### src/rtl/if_fetch_q.sv
// if_fetch_q: instruction fetch unit with a small prefetch queue.
//
// The fetch PC advances by 4 on every issued request. Each response comes
// back one cycle after its request and is stored with its address in a
// DEPTH-entry circular queue. Decode pops the head of the queue. A branch
// redirect flushes the queue and any request still in flight, then restarts
// fetching at the target.
//
// Parameters
//   PC_W      fetch address width (at least 3)
//   INST_W    instruction width
//   DEPTH     queue entries; must be a power of two, at least 2
//   RESET_PC  fetch address after reset
//
// Ports
//   clk         clock; all state updates on the rising edge
//   rst_        synchronous active-low reset
//   pc          fetch address to instruction memory
//   pc_vld      fetch request valid this cycle
//   inst_data   memory read data, valid one cycle after its pc_vld
//   id_pc       address of the head instruction
//   id_inst     head instruction
//   id_vld      head entry valid
//   id_stall    decode not accepting; head is popped when id_vld && !id_stall
//   br_taken    redirect request from execute
//   br_target   redirect address; bits [1:0] are ignored
//   fetch_cnt   (IF_FETCH_Q_PERF_CNT_EN only) number of queue writes
//   flush_cnt   (IF_FETCH_Q_PERF_CNT_EN only) number of br_taken cycles
//
// Optional feature: define IF_FETCH_Q_PERF_CNT_EN to add the two 32-bit
// performance counters. Without it the counter ports do not exist.

module if_fetch_q #(
    parameter int              PC_W     = 32,
    parameter int              INST_W   = 32,
    parameter int              DEPTH    = 4,
    parameter logic [PC_W-1:0] RESET_PC = '0
) (
    input  logic              clk,
    input  logic              rst_,
    output logic [PC_W-1:0]   pc,
    output logic              pc_vld,
    input  logic [INST_W-1:0] inst_data,
    output logic [PC_W-1:0]   id_pc,
    output logic [INST_W-1:0] id_inst,
    output logic              id_vld,
    input  logic              id_stall,
    input  logic              br_taken,
    input  logic [PC_W-1:0]   br_target
`ifdef IF_FETCH_Q_PERF_CNT_EN
    ,
    output logic [31:0]       fetch_cnt,
    output logic [31:0]       flush_cnt
`endif
);

    localparam int PTR_W = $clog2(DEPTH);
    localparam int CNT_W = PTR_W + 1;
    localparam logic [CNT_W:0] DEPTH_OCC = (CNT_W+1)'(DEPTH);

    logic [PC_W-1:0]   pc_q;
    logic [PC_W-1:0]   infl_pc_q;
    logic              infl_q;
    logic [PTR_W-1:0]  head_q;
    logic [PTR_W-1:0]  tail_q;
    logic [CNT_W-1:0]  count_q;

    logic [PC_W-1:0]   q_pc   [DEPTH];
    logic [INST_W-1:0] q_inst [DEPTH];

    logic [CNT_W:0]    occ;
    logic              issue;
    logic              wr;
    logic              pop;
    logic              unused_br_lsb;

    // Space is reserved for the in-flight response as well as stored
    // entries, so a response always has a slot when it lands. A pop in the
    // same cycle deliberately does not count as free space.
    assign occ   = {1'b0, count_q} + {{CNT_W{1'b0}}, infl_q};
    assign issue = rst_ && !br_taken && (occ < DEPTH_OCC);
    assign wr    = infl_q && !br_taken;
    assign pop   = (count_q != '0) && !id_stall && !br_taken;

    assign pc      = rst_ ? pc_q : RESET_PC;
    assign pc_vld  = issue;
    assign id_vld  = rst_ && (count_q != '0);
    assign id_pc   = q_pc[head_q];
    assign id_inst = q_inst[head_q];

    assign unused_br_lsb = ^br_target[1:0];

    always_ff @(posedge clk) begin
        if (!rst_) begin
            pc_q      <= RESET_PC;
            infl_pc_q <= RESET_PC;
            infl_q    <= 1'b0;
            head_q    <= '0;
            tail_q    <= '0;
            count_q   <= '0;
        end else if (br_taken) begin
            // Redirect wins over any pop or write in the same cycle; the
            // response arriving now belongs to the old path and is dropped.
            pc_q    <= {br_target[PC_W-1:2], 2'b00};
            infl_q  <= 1'b0;
            head_q  <= '0;
            tail_q  <= '0;
            count_q <= '0;
        end else begin
            if (issue) begin
                pc_q <= pc_q + PC_W'(4);
            end
            infl_q    <= issue;
            infl_pc_q <= pc_q;
            if (wr) begin
                tail_q <= tail_q + PTR_W'(1);
            end
            if (pop) begin
                head_q <= head_q + PTR_W'(1);
            end
            case ({wr, pop})
                2'b10:   count_q <= count_q + CNT_W'(1);
                2'b01:   count_q <= count_q - CNT_W'(1);
                default: count_q <= count_q;
            endcase
        end
    end

    // Queue storage has no reset; validity is carried entirely by count_q.
    always_ff @(posedge clk) begin
        if (rst_ && wr) begin
            q_pc[tail_q]   <= infl_pc_q;
            q_inst[tail_q] <= inst_data;
        end
    end

`ifdef IF_FETCH_Q_PERF_CNT_EN
    always_ff @(posedge clk) begin
        if (!rst_) begin
            fetch_cnt <= '0;
            flush_cnt <= '0;
        end else begin
            if (wr) begin
                fetch_cnt <= fetch_cnt + 32'd1;
            end
            if (br_taken) begin
                flush_cnt <= flush_cnt + 32'd1;
            end
        end
    end
`endif

endmodule

### config.mk
export PLATFORM = sky130hd
export DESIGN_NAME = if_fetch_q
export DESIGN_NICKNAME = d
export VERILOG_FILES = /design/src/rtl/if_fetch_q.sv
export SDC_FILE = /design/constraint.sdc
export NUM_CORES = 1
export LEC_CHECK = 0
export ABC_CLOCK_PERIOD_IN_PS = 3700
export BUFFER_PORTS_ARGS = -buffer_cell sky130_fd_sc_hd__buf_2
export CAP_MARGIN = 20
export CORE_MARGIN = 3
export CORE_UTILIZATION = 57
export DETAILED_ROUTE_END_ITERATION = 7
export HOLD_SLACK_MARGIN = 0.15
export PLACE_DENSITY_LB_ADDON = 0.3
export SYNTH_ARGS = -nofsm -noshare
export SYNTH_HDL_FRONTEND = slang
export SYNTH_SLANG_ARGS = --single-unit
### constraint.sdc
create_clock -name clk -period 3.7 [get_ports clk]
set_input_delay 0.555 -clock clk [delete_from_list [all_inputs] [get_ports clk]]
set_output_delay 0.555 -clock clk [all_outputs]
set_load 0.01 [all_outputs]
==> results of run 1 <==
## metrics by stage
step | power (W) | hold slack, ps | util [%]
final | 0.00727 | 235 | 68.6
after global routing | 0.00751 | 215 | 68.6
after CTS | 0.00733 | 207 | 68.6
after detailed placement | 0.00432 | 494 | 64.0
after global placement | 0.00431 | 485 | 64.0
after floorplan | 0.00419 | 460 | -
## state kept, by name (all words and copies together), names as in the netlist, named ones only
register	count
infl_q	1
infl_pc_q	30
tail_q	2
pc_q	30
count_q	3
head_q	2
q_pc	120
q_inst	128
## power groups by stage
stage                     Combinational [W]  Sequential (W)  Clock, W
after CTS                          0.000277         0.00397   0.00309
after detailed placement           0.000274         0.00404         0
after global placement             0.000269         0.00404         0
after floorplan                    0.000177         0.00401         0
after global routing               0.000303         0.00397   0.00323
final                              0.000276         0.00397   0.00303
## worst max-delay path: stages, from the launching register on
cell and delay, ps:
dfxtp_4 590, buf_12 370, mux4_2 580, buf_2 160
## layout by cell type (no fill, tap or decap), types with 4 or more instances in the layout
cell type	instances
ha_1	6
buf_4	9
or4_1	9
mux4_2	62
nand3_1	14
edfxtp_1	248
buf_12	6
clkinv_2	9
xor2_1	7
nand2_1	28
nor2_1	49
a21oi_1	13
nor3_1	10
conb_1	4
o211ai_1	6
inv_1	10
buf_2	159
clkbuf_1	6
and3_1	6
and2_1	28
or3_1	5
clkbuf_16	31
and3_4	4
o31ai_1	7
a31oi_1	14
dfxtp_1	68
a32oi_1	4
nand4_1	11
xnor2_1	5
o21ai_0	22
mux2i_1	28
## layout make-up
type | count | area share (%)
Sequential cell | 318 | 60.4
Multi-Input combinational cell | 382 | 23.5
Timing Repair Buffer | 174 | 6.71
Clock buffer | 40 | 5.73
Clock inverter | 16 | 1.05
Tap cell | 275 | 2.35
Inverter | 10 | 0.256
## final timing paths
check           startpoint            end  slack, ps
max                   flop       id_pc[3]        830
min          inst_data[30]  q_inst[2][30]        240
max reg2reg     count_q[1]     count_q[2]       1410
min reg2reg   infl_pc_q[3]     q_pc[0][3]        510
## metal layers
layer	share of wire, %	GRT usage [%]
met1	42	30.7
met2	49	34.7
met3	7.4	4.00
met4	1.8	5.34
met5	0	0
## cells by family after synthesis
group,synth area share (%)
other,0.0298
adders and majority gates,0.756
buffers and inverters,2.57
AOI/OAI and AO/OA,3.97
DFF,70.3
xor gates and xnor gates,0.836
and+or+nand+nor,8.17
muxes,13.3
## cells in the mapped netlist, drive strengths merged, types with 3 or more instances
cell and count:
edfxtp 248, dfxtp 70, mux4 62, nor2 49
and2 29, clkbuf 28, mux2i 28, nand2 28
o21ai 22, buf 17, nand3 17, a31oi 14
a21oi 13, and3 11, nand4 11, inv 10
nor3 10, or4 10, o31ai 7, xor2 7
ha 6, o211ai 6, or3 6, xnor2 5
a32oi 4, a211oi 3, a311oi 3, and4 3
nor4 3, or2 3
==> results.yml, run 1 <==
cts:
  cts.htree.levels: 1
  cts_tree: "built"
  clk_pin_slew_ps: 60
  ctsRootBufferMaster: "clkbuf_16"
  numCtsBuffers: 30
  numClockSinks: 318
  clk_latency_ps: 540
  post_cts_buffers: 0
  cts_max_path_buffers: 3
  cts_resized: 0
  hold_buffers: 0
worst_setup_path:
  cp-end-kind: "output pin"
  required_ps: 3140
  path_max_fanout: 46
  r2r_cells: 8
  worstSetupPathType: "flop to output pin"
  worst-endpoint-arrival_ps: 2310
  start_kind: "flop"
placement:
  post_dp_cell_area_um2: 13700
  place_hpwl_mm: 16.1
  portBuffers: 159
  pre_cts_ws_ps: 1120
  finalWeightedCongestion: 0.790
  place_inst: 1159
drt:
  antenna_left: 0
  drcViolationCount: 0
  vias: 7193
  wl_mm: 25.4
  first_pass_iters: 5
  viasPerCell: 5.92
  wl_per_cell_um: 20.9
  drt_iter0_drc: 559
final_layout:
  instances_no_fill: 1215
  n_antenna_cell: 0
  drive_above_1_share_pct: 32.3
  syn_to_final_growth_pct: 16.5
  final_nets: 991
  multiInputGateArea_um2: 3440
  nFillCells: 1431
  design_area_um2: 14700
  seq_area_um2: 8860
synthesis:
  syn-cell-area_um2: 12600
  async_reset_ff_share_pct: 0
  yosysUniqueCellTypes: 57
  synth-edff-count: 248
  ys_ff_latch: 318
  synthTopCellsByArea: "edfxtp_1, dfxtp_1, mux4_2"
  yosys_warnings: 0
  syn_avg_cell_area_um2: 16.7
  synth_top_area_cell: "edfxtp_1"
  synth.top_cell.area_share_pct: 59.2
  syn_inst: 755
  ys_seq_area_share_pct: 70.3
  synth_ff_type: "edfxtp_1"
die:
  die_w_um: 155
  rows: 53
  coreArea_um2: 21400
  die_height_um: 155
  ioPinCount: 166
  initial_utilization_pct: 58.9
  dieArea_um2: 23900
worst_hold_path:
  hold_class: "input port to flop"
  whs_path_depth: 1
global_routing:
  grt_overflow_total: 0
  antenna_found_initial: 0
  grt_max_degree: 63
  grt_pass1_vias: 7223
  grt_pass1_wl_mm: 40.2
  grt_usage_pct: 21.4
sta:
  timing.fmax_mhz: 349
  maxSlewHeadroom_pct: 36.2
  drv_slew: 0
  setup_ws_ps: 834
  layout_worst_path_cycle_share_pct: 77.5
  final.min_clock_period_ps: 2870
  setup_violations: 0
  worst_slew_pin_slew_ps: 957
  hold_viol_final: 0
  fin_tns_setup_ps: 0
  rsz0062_at_grt: "false"
  fin_worst_skew_ps: 9.56
flow_run:
  drv_cap: 0
power:
  leakage_nw: 5.16
  p_comb_share_pct: 3.8
  power_density_nw_per_um2: 496
  pwr-share-seq_pct: 54.6
  vdd_drop_max_mv: 0.309
  power_switching_w: 0.00146
  power.internal_w: 0.00581
  switching_share_pct: 20.1
  clkPwrFrac_pct: 41.6
outcome:
  status: "complete, no violations"
No activity file was read; power rests on OpenSTA's default activity.
==> run 2, diff against run 1 <==
- ABC_CLOCK_PERIOD_IN_PS: 3700 -> 2900
- clock period: 3.7 -> 2.9 ns (I/O delays scaled with it)
==> results.yml, run 2 (synthesized netlist as in run 1, its figures left out) <==
worst_hold_path:
  hold_class: "input port to flop"
global_routing:
  grt_usage_pct: 21.8
  grt_pass1_wl_mm: 41.2
  antenna_found_initial: 0
  grt_overflow_total: 0
  grt_max_degree: 56
  grt_pass1_vias: 7574
drt:
  wl_per_cell_um: 20.6
  first_pass_iters: 8
  drt_iter0_drc: 594
  wl_mm: 26.0
  vias: 7376
  antenna_left: 0
  viasPerCell: 5.85
  drcViolationCount: 0
final_layout:
  instances_no_fill: 1260
  fin_util_pct: 71.2
  largest_reg_flops: 128
  largestRegisters: "q_inst: 128 flops, q_pc: 120 flops"
  layout_common_cells: "edfxtp_1, buf_2, dfxtp_1"
  layout_commonest_cell: "edfxtp_1"
  largest-register: "q_inst"
  n_antenna_cell: 0
  final_nets: 1036
  syn_to_final_growth_pct: 20.9
  drive_above_1_share_pct: 31.6
die:
  ioPinCount: 166
  die_w_um: 155
  dieArea_um2: 23900
  rows: 53
  initial_utilization_pct: 58.9
  coreArea_um2: 21400
  die_height_um: 155
sta:
  layout_worst_path_cycle_share_pct: 89.1
  drv_slew: 0
  final.min_clock_period_ps: 2580
  fin_tns_setup_ps: 0
  hold_viol_final: 0
  setup_violations: 0
  maxSlewHeadroom_pct: 47.9
  worst_slew_pin_slew_ps: 774
  rsz0062_at_grt: "false"
  timing.fmax_mhz: 387
  fin_worst_skew_ps: 8.72
cts:
  cts_max_path_buffers: 3
  cts_resized: 0
  cts_tree: "built"
  clk_latency_ps: 550
  post_cts_buffers: 0
  numClockSinks: 318
  ctsRootBufferMaster: "clkbuf_16"
  numCtsBuffers: 30
  cts.htree.levels: 1
  clk_pin_slew_ps: 70
  hold_buffers: 41
placement:
  finalWeightedCongestion: 0.803
  place_inst: 1163
  portBuffers: 159
  place_hpwl_mm: 16.4
outcome:
  status: "complete, no violations"
flow_run:
  drv_cap: 0
power:
  vdd_drop_max_mv: 0.449
  leakage_nw: 5.40
  power_density_nw_per_um2: 629
worst_setup_path:
  path_max_fanout: 9
  required_ps: 2470
  worst-endpoint-arrival_ps: 2150
  start_kind: "flop"
  worstSetupPathType: "flop to output pin"
  cp-end-kind: "output pin"
[run 2: worst paths after layout]
kind                       from     endpoint  slack (ps)  depth (start not counted)
setup / recovery         infl_q       pc_vld         320                          4
setup reg to reg        pc_q[3]     pc_q[28]         680                          5
hold reg to reg   infl_pc_q[29]  q_pc[1][29]         500                          0
hold / removal     br_target[4]      pc_q[4]         160                          3
[run 2: final cells by class]
class	instances	area (um2)
Timing Repair Buffer	219	1470
Fill cell	1390	6140
Multi-Input combinational cell	382	3440
Clock inverter	14	206
Sequential cell	318	8860
Clock buffer	42	856
Tap cell	275	344
Inverter	10	37.5
[run 2: routing by layer]
| metal | global-route usage, % | part of all wire, % |
|---|---|---|
| met5 | 0 | 0 |
| met4 | 5.59 | 2.0 |
| met3 | 3.19 | 5.9 |
| met2 | 36.9 | 50 |
| met1 | 30.2 | 42 |
[run 2: power by group]
part	total, W	switching [W]	internal (W)
Combinational	0.000399	0.000210	0.000190
Clock	0.00411	0.00160	0.00250
Sequential	0.00506	0.0000890	0.00497
Total	0.00956	0.00190	0.00766
[run 2: metrics by stage]
step | hold WS, ps | setup WS, ps | power (W) | area (um2)
finish | 165 | 316 | 0.00956 | 15200
global route | 178 | 151 | 0.00985 | 15200
CTS | 156 | 304 | 0.00963 | 15200
detailed placement | 490 | 670 | 0.00551 | 13700
global placement | 481 | 699 | 0.00550 | 13700
floorplan | 460 | 53.8 | 0.00535 | 12600
[run 2: critical path: stages (launching register included)]
cell and delay, ps:
dfxtp_1 430, a31oi_1 520, nand2_1 300, inv_1 200, buf_2 160
